**config.mk**
```make
export PLATFORM = sky130hd
export DESIGN_NAME = frame_capture_ctrl
export DESIGN_NICKNAME = d
export VERILOG_FILES = /design/src/rtl/frame_capture_ctrl.sv
export SDC_FILE = /design/constraint.sdc
export NUM_CORES = 1
export LEC_CHECK = 0
export CAP_MARGIN = 20
export CORE_ASPECT_RATIO = 0.9
export CORE_MARGIN = 10
export CORE_UTILIZATION = 49
export CTS_BUF_LIST = sky130_fd_sc_hd__clkbuf_8
export DETAILED_ROUTE_END_ITERATION = 7
export HOLD_SLACK_MARGIN = 0.1
export PLACE_DENSITY = 0.9
export SKIP_LAST_GASP = 1
export SYNTH_ARGS = -nofsm -noshare
export SYNTH_HDL_FRONTEND = slang
export SYNTH_SLANG_ARGS = --single-unit
```
**constraint.sdc**
```tcl
create_clock -name clk -period 3.76 [get_ports clk]
set_clock_uncertainty 0.1 [all_clocks]
set_input_delay 0.752 -clock clk [delete_from_list [all_inputs] [get_ports clk]]
set_output_delay 0.752 -clock clk [all_outputs]
set_load 0.02 [all_outputs]
```
**src/rtl/frame_capture_ctrl.sv**
```systemverilog
// frame_capture_ctrl: turns one RGB frame from a valid/ready stream into packed {0,B,G,R} word writes.
// Latency 1 cycle from accepted beat to wr_en; stream_ready drops while a write stalls and in DONE, beats are discarded when not capturing.
// `define FRAME_CAPTURE_CONT_EN for continuous double-buffered capture; the default build is single-shot.
module frame_capture_ctrl #(
    parameter int IDW       = 23,
    parameter int ODW       = 31,
    parameter int AW        = 18,
    parameter int WIDTH     = 320,
    parameter int HEIGHT    = 240,
    parameter int BUF0_BASE = 0,
    parameter int BUF1_BASE = 76800
) (
    input  logic          clk,
    input  logic          reset_n,
    input  logic [IDW:0]  stream_data,
    input  logic          stream_startofpacket,
    input  logic          stream_endofpacket,
    input  logic          stream_valid,
    output logic          stream_ready,
    input  logic          capture_start,
    input  logic          capture_abort,
    output logic [AW:0]   wr_addr,
    output logic [ODW:0]  wr_data,
    output logic          wr_en,
    input  logic          wr_waitrequest,
    output logic          busy,
    output logic          done,
    output logic          error_short,
    output logic          error_long,
    output logic [17:0]   pixel_count,
    output logic          front_buf
);

    localparam logic [2:0] S_IDLE     = 3'd0;
    localparam logic [2:0] S_WAIT_SOP = 3'd1;
    localparam logic [2:0] S_CAPTURE  = 3'd2;
    localparam logic [2:0] S_DRAIN    = 3'd3;
    localparam logic [2:0] S_DONE     = 3'd4;

    localparam logic [17:0] FRAME_PIX = 18'(WIDTH * HEIGHT);
    localparam logic [AW:0] BASE0     = (AW+1)'(BUF0_BASE);
    localparam logic [AW:0] BASE1     = (AW+1)'(BUF1_BASE);

    logic [2:0]   state;
    logic         abort_pend;
    logic         buf_sel;
    logic         stall;
    logic         accept;
    logic [17:0]  cnt_nxt;
    logic [AW:0]  base_addr;
    logic [ODW:0] packed_pix;

    assign stall      = wr_en && wr_waitrequest;
    assign accept     = stream_valid && stream_ready;
    assign busy       = (state != S_IDLE);
    assign cnt_nxt    = (pixel_count == FRAME_PIX) ? pixel_count : pixel_count + 18'd1;
    assign base_addr  = buf_sel ? BASE1 : BASE0;
    assign packed_pix = {{(ODW-IDW){1'b0}}, stream_data[7:0], stream_data[15:8], stream_data[23:16]};

    always_comb begin
        stream_ready = 1'b0;
        case (state)
            S_IDLE:              stream_ready = 1'b1;
            S_WAIT_SOP, S_DRAIN: stream_ready = !abort_pend && !capture_abort;
            S_CAPTURE:           stream_ready = !stall && !abort_pend && !capture_abort;
            default:             stream_ready = 1'b0;
        endcase
    end

    always_ff @(posedge clk or negedge reset_n) begin
        if (!reset_n) begin
            state       <= S_IDLE;
            abort_pend  <= 1'b0;
            wr_en       <= 1'b0;
            wr_addr     <= '0;
            wr_data     <= '0;
            done        <= 1'b0;
            error_short <= 1'b0;
            error_long  <= 1'b0;
            pixel_count <= '0;
        end else begin
            done <= 1'b0;
            if (wr_en && !wr_waitrequest)
                wr_en <= 1'b0;
            case (state)
                S_IDLE: begin
                    if (capture_start && !capture_abort) begin
                        error_short <= 1'b0;
                        error_long  <= 1'b0;
                        pixel_count <= '0;
                        state       <= S_WAIT_SOP;
                    end
                end
                S_WAIT_SOP, S_CAPTURE, S_DRAIN: begin
                    // An abort stalled behind a held write waits for it before leaving.
                    if (abort_pend) begin
                        if (!stall) begin
                            abort_pend <= 1'b0;
                            state      <= S_IDLE;
                        end
                    end else if (capture_abort) begin
                        if (stall)
                            abort_pend <= 1'b1;
                        else
                            state <= S_IDLE;
                    end else if (accept) begin
                        if (state == S_DRAIN) begin
                            if (stream_endofpacket)
                                state <= S_DONE;
                        end else if (state == S_CAPTURE && stream_startofpacket) begin
                            error_short <= 1'b1;
                            state       <= S_DONE;
                        end else if (state == S_CAPTURE || stream_startofpacket) begin
                            wr_en       <= 1'b1;
                            wr_addr     <= base_addr + (AW+1)'(pixel_count);
                            wr_data     <= packed_pix;
                            pixel_count <= cnt_nxt;
                            if (stream_endofpacket) begin
                                if (cnt_nxt != FRAME_PIX)
                                    error_short <= 1'b1;
                                state <= S_DONE;
                            end else if (cnt_nxt == FRAME_PIX) begin
                                error_long <= 1'b1;
                                state      <= S_DRAIN;
                            end else begin
                                state <= S_CAPTURE;
                            end
                        end
                    end
                end
                S_DONE: begin
                    if (!stall) begin
                        done <= 1'b1;
`ifdef FRAME_CAPTURE_CONT_EN
                        error_short <= 1'b0;
                        error_long  <= 1'b0;
                        pixel_count <= '0;
                        state       <= S_WAIT_SOP;
`else
                        state <= S_IDLE;
`endif
                    end
                end
                default: state <= S_IDLE;
            endcase
        end
    end

`ifdef FRAME_CAPTURE_CONT_EN
    // Buffer index flips on every completed frame, errored or not.
    always_ff @(posedge clk or negedge reset_n) begin
        if (!reset_n) begin
            buf_sel   <= 1'b0;
            front_buf <= 1'b0;
        end else if (state == S_DONE && !stall) begin
            front_buf <= buf_sel;
            buf_sel   <= !buf_sel;
        end
    end
`else
    assign buf_sel   = 1'b0;
    assign front_buf = 1'b0;
`endif

endmodule
```
==> results.md, run 1 <==
* Status: complete, no violations
* Final Setup Violations at 0
* Clk sinks at 68
* Largest area contributor in the netlist: dfrtp_1
* Top cells by count, synth: dfrtp_1 (68), mux2_2 (43), nor2_1 (30)
* CTS tree: done
* Routability cong. at 0.9383
* WL met3 at 1.052 mm
* Vias in the first global route at 2,865
* Worst Path Required at 3.91 ns
* IO Count at 108
* Full die area at 10,960 um^2
* Clock H-tree levels at 3
* PortBufs at 97
* RSZ-0062 raised after global routing: no
* DR pass1 iterations at 5
* N_diodes at 0
* Sw power at 0.0009950 W
* Routed Antenna Nets at 0
* Top FF cell, synth: dfrtp_1
* Worst-margin pin slew at 0.6880 ns
* Cell Area, Placed at 4492 um^2
* Setup Buffers After CTS at 0
* Routed wl met2 at 4.084 mm
* CP Data Arrival Time at 3.28 ns
* Final wirelength at 8.765 mm
* Critical path class: register to register
* Synthesized area at 3515 um^2
* MaxCap Viol Count at 0
* Top cell type's share of synthesized area at 48.42%
* Reg-to-reg critical path startpoint: pixel_count[1]$_DFFE_PN0P_
* Cts-stage hold buffer count at 0
* Sequential power share at 36.6%
* Final hold viol count at 0
* Peak supply drop at 0.0004558 V
* Count of pins over their slew limit at 0
* F_max at 319.7 MHz
* Mapped Avg Cell Area at 10.55 um^2
* Worst-path cell chain: ha_1 -> nand3_1 -> nor4_2 -> a31oi_1 -> or4b_4 -> or4b_1 -> a211oi_2
* Slew HR at 53.71%
* Worst-case clock buffer depth at 2
* Slowest cell on crit path: or4b_4
* Combinational power share at 40.6%
* Switching share of power at 34.91%
* CP Launch Type: register
* Later-pin clock latency in the skew report at 0.34 ns
* WL/cell at 16.89 um
* Fin crit share at 83.18%
* Register area share after synthesis at 48.42%
* Die height at 100.3 um
* Total Routing Usage GR at 16.35%
* Ys async rst share at 100.0%
* Total core area at 7003 um^2
* Number of synthesis warnings at 0
* Cells resized by post-CTS repair at 0
* Synth Instances at 333
* Clock power share at 22.8%
* Top Metal Used: met4
* Via count at 2,900
* M1 wire length at 3.520 mm
* Clock period minus worst slack at 3.128 ns
* Share of cells above drive strength 1 at 17.84%
* CTS root buf: clkbuf_8
* Register-to-Register Path Depth at 7
* 1st-iter DRT viols at 274
* DIE WIDTH at 109.3 um
* Pwr Density at 605.1 nW/um^2
* Synth top area cells: dfrtp_1 (48%), mux2_2 (14%), nor2_1 (3.2%), o21ai_0 (3.0%), buf_4 (2.8%)
* # DRC at 0
* Seq cells post-synth at 68
* Sum of negative setup slack at 0 ns
* Crit Path Max Fanout at 11
* DR vias/cell at 5.588
* Worst R2R Setup Slack at 0.63 ns
* HP Class: input port to async pin
* Starting density of the core at 50.19%
* Crit path max-delay family: simple AND/OR/NAND/NOR gates
* CP endpoint kind: register
* Post-route cell area at 4710 um^2
* Layout area overhead at 34.00%
* Cell-internal power at 0.001855 W
* Most frequent cell after synthesis: dfrtp_1
* FP Rows at 29
* Post-synth EDFFs at 0
* Worst reg2reg endpoint: state[0]$_DFFE_PN0P_
* Fin nets at 455
* Crit-path max cell delay at 0.58 ns
* Hpwl dp at 6.433 mm
* Overflow after GRT at 0
* Cts bufs inserted at 9
* Clock edge transition at the registers on the reported setup and hold paths at 0.07 ns
* Buffers plus inverters on the worst setup path at 0
* Synth unique cells at 58
* Pleak at 2.001 nW
* Pin count of the biggest net entering global routing at 51
* Antenna violations before repair at 0
* Global-route wire length before repair at 14.44 mm
-- metrics by stage --
step | instances | setup slack (ns) | util, % | power, W | hold WS (ns)
detailed placement | 503 | 0.3100 | 64.14 | 0.002224 | 0.3915
global placement | 503 | 0.3201 | 64.14 | 0.002189 | 0.3859
floorplan | 342 | 0.8940 | - | 0.001710 | 0.3564
finish | 519 | 0.6325 | 67.25 | 0.002850 | 0.2346
global route | 519 | 0.4146 | 67.25 | 0.003021 | 0.2448
CTS | 519 | 0.6286 | 67.25 | 0.002888 | 0.2340
-- per-layer routing --
metal	global-route usage (%)	up-vias
li1	-	1365
met1	19.33	1397
met2	25.08	125
met3	8.456	13
met4	5.500	0
met5	0	-
-- worst reg2reg max path, stage by stage (launching register included) --
cell	delay, ns
dfrtp_1	0.56
ha_1	0.30
nand3_1	0.26
nor4_2	0.43
a31oi_1	0.14
or4b_4	0.58
or4b_1	0.50
a211oi_2	0.18
-- power by group through the flow --
stage	logic [W]	registers [W]	clock network (W)
floorplan	0.000505	0.00120	0
global placement	0.00115	0.00104	0
detailed placement	0.00117	0.00106	0
CTS	0.00117	0.00104	0.000672
global route	0.00124	0.00107	0.000707
finish	0.00116	0.00104	0.000651
-- how the worst max path moves through the flow --
stage / startpoint / endpoint / cells past startpoint / slack, ns
4_1_cts: pixel_count[0]$_DFFE_PN0P_ / state[0]$_DFFE_PN0P_ / 7 / 0.63
3_5_place_dp: capture_abort / pixel_count[0]$_DFFE_PN0P_ / 8 / 0.31
6_report: pixel_count[1]$_DFFE_PN0P_ / state[0]$_DFFE_PN0P_ / 7 / 0.63
2_1_floorplan: capture_abort / pixel_count[16]$_DFFE_PN0P_ / 10 / 0.89
5_1_grt: pixel_count[2]$_DFFE_PN0P_ / state[0]$_DFFE_PN0P_ / 7 / 0.41
3_3_place_gp: capture_abort / pixel_count[0]$_DFFE_PN0P_ / 8 / 0.32
-- logic make-up after synthesis --
logic type	count (synthesis)	share of synthesized area, %
AOI/OAI and AO/OA	71	12.60
muxes	43	13.78
xor gates and xnor gates	5	1.246
adders and majority gates	2	0.7119
other	1	0.1067
DFF	68	48.42
buffers and inverters	38	5.874
and+or+nand+nor	105	17.27
-- registers in the layout, indices dropped and copies added, names as in the netlist --
name         count
wr_data         24
pixel_count     18
wr_addr         18
state            3
abort_pend       1
done             1
error_long       1
error_short      1
wr_en            1
-- final cells by class --
cell class,count,area [um^2]
Timing Repair Buffer,101,1008
Multi-Input combinational cell,236,1647
Fill cell,534,2293
Inverter,5,18.77
Sequential cell,68,1702
Clock buffer,10,137.6
Tap cell,93,116.4
Clock inverter,6,80.08
-- cells in the final DEF (no fill, tap or decap), drive strengths merged, types with 10 or more instances in the layout --
master | Yosys | routed
a21oi | 10 | 10
clkbuf | 14 | 10
clkdlybuf4s50 | 0 | 96
conb | 1 | 10
dfrtp | 68 | 68
mux2 | 43 | 43
nand2 | 16 | 16
nand3 | 11 | 11
nor2 | 31 | 31
o21ai | 31 | 31
No activity file was read; power rests on OpenSTA's default activity.
==> run 2, diff against run 1 <==
clock period = 3 ns   (was 3.76 ns; I/O delays follow)
==> run 2 against run 1 <==
Via count increased by 7.7%. Sequential share of layout area down 1.4 points. Global-route usage is 1.7 points higher. Design area grew 4.0%. Combinational power rose by 36%. Clock-buffer cell count rose by 2. Setup slack worse by 0.53 ns. Total power grew 28%. Die area unchanged. Register-to-register slack got worse by 0.53 ns. Critical endpoint unchanged. Largest power group unchanged.
==> results.md, run 2 (synthesis gave the netlist of run 1 again) <==
* RSZ-0062 raised after global routing: no
* Total core area at 7003 um^2
* Routed Antenna Nets at 0
* Later-pin clock latency in the skew report at 0.34 ns
* Starting density of the core at 50.19%
* Die height at 100.3 um
* Hpwl dp at 7.194 mm
* Sum of negative setup slack at 0 ns
* Most frequent cells in the layout: clkdlybuf4s50_1 (96), dfrtp_1 (68), mux2_2 (43)
* Fin crit share at 96.69%
* DR vias/cell at 5.774
* Worst-path cell chain: ha_2 -> and3_1 -> or3_1 -> a21oi_1 -> o21ai_0 -> or4b_4 -> or4b_1 -> a211oi_2
* IO Count at 108
* Clock edge transition at the registers on the reported setup and hold paths at 0.07 ns
* Fin nets at 478
* Cts bufs inserted at 9
* Global-route wire length before repair at 15.82 mm
* Vias in the first global route at 3,126
* 1st-iter DRT viols at 237
* Register-to-Register Path Depth at 8
* Cell Area, Placed at 4664 um^2
* Setup Buffers After CTS at 0
* Cts-stage hold buffer count at 0
* FP Rows at 29
* CP startpoint: pixel_count[0]$_DFFE_PN0P_
* CP endpoint kind: register
* Via count at 3,124
* Pin count of the biggest net entering global routing at 37
* Worst Path Required at 3.15 ns
* Critical path class: register to register
* Crit Path Max Fanout at 5
* Overall power at 0.003651 W
* Share of cells above drive strength 1 at 22.99%
* Overflow after GRT at 0
* Largest registers: wr_data x24, pixel_count x18, wr_addr x18
* Register area at 1702 um^2
* CP Launch Type: register
* Layout area overhead at 39.37%
* CTS root buf: clkbuf_8
* Status: complete, no violations
* WL/cell at 18.42 um
* Core Util, Final at 69.95%
* Final wirelength at 9.966 mm
* Clock H-tree levels at 3
* Antenna violations before repair at 0
* Clk sinks at 68
* Pleak at 2.118 nW
* Routability cong. at 0.9148
* Full die area at 10,960 um^2
* Pwr Density at 745.3 nW/um^2
* Final Setup Violations at 0
* Peak supply drop at 0.0005436 V
* Clock period minus worst slack at 2.901 ns
* Commonest non-fill, non-tap cell in the layout: clkdlybuf4s50_1
* Final hold viol count at 0
* Post-route cell area at 4898 um^2
* Largest Register: wr_data
* Worst-case clock buffer depth at 2
* DIE WIDTH at 109.3 um
* Area of the multi-input gates at 1670 um^2
* Slowest cell on crit path: or4b_4
* N_diodes at 0
* Crit-path max cell delay at 0.59 ns
* MaxCap Viol Count at 0
* # DRC at 0
* F_max at 344.7 MHz
* PortBufs at 97
* Max reg flops at 24
* CP Data Arrival Time at 3.05 ns
* CTS tree: done
* Total Routing Usage GR at 18.01%
* DR pass1 iterations at 5
* Count of pins over their slew limit at 0
* Reg-to-reg critical path startpoint: pixel_count[0]$_DFFE_PN0P_
* Cells resized by post-CTS repair at 0
* HP Class: input port to async pin
* Fill count at 522
==> run 2: changes by cell type in the layout (fill, tap and decap cells not counted), sizes merged <==
cell	delta
buf	+23
clkbuf	+2
inv	-2
bufinv	-1
clkinvlp	+1
clkinv	-1
==> run 2: final timing paths <==
kind,end,slack (ns)
worst max-delay path,state[0]$_DFFE_PN0P_,0.1
worst min-delay path,wr_data[4]$_DFFE_PN0P_,0.11
worst max register to register,state[0]$_DFFE_PN0P_,0.1
worst min register to register,wr_addr[16]$_DFFE_PN0P_,0.40
max in group asynchronous,wr_addr[5]$_DFFE_PN0P_,1.91
min in group clk,wr_addr[16]$_DFFE_PN0P_,0.40
==> run 2: final cells by class <==
| type | instances | share of cell area (%) |
|---|---|---|
| inverters | 5 | 0.3831 |
| repair buffers | 124 | 24.11 |
| clock buffers | 12 | 3.372 |
| well taps | 93 | 2.375 |
| flip-flops and latches | 68 | 34.74 |
| multi-input cells | 236 | 34.10 |
| clock inverters | 3 | 0.9195 |
==> run 2: layer usage <==
metal,vias up,global-route usage [%],routed length (um)
met5,-,0,0
met4,0,5.800,137
met3,27,8.392,1300
met2,192,29.88,4790
met1,1496,20.07,3737
li1,1409,-,-
==> run 2: worst max-delay path: cells and delay by family, from the launching register on <==
kind	cells	cell delay, ns
AOI/OAI and AO/OA	3	0.49
adders and majority gates	1	0.23
and+or+nand+nor	4	1.61
DFF	1	0.39
==> run 2: stage by stage <==
step	hold slack (ns)	setup slack, ns	instances
after detailed placement	0.3940	-0.03167	526
after global placement	0.3861	0.07738	526
final	0.1107	0.09919	541
after floorplan	0.2044	0.1934	342
after CTS	0.1098	0.06341	541
after global routing	0.1316	0.007906	541
==> run 2: power by group <==
part | internal (W) | switching, W
logic | 0.000758 | 0.000820
registers | 0.00113 | 0.000145
clock network | 0.000448 | 0.000346
total | 0.00234 | 0.00131
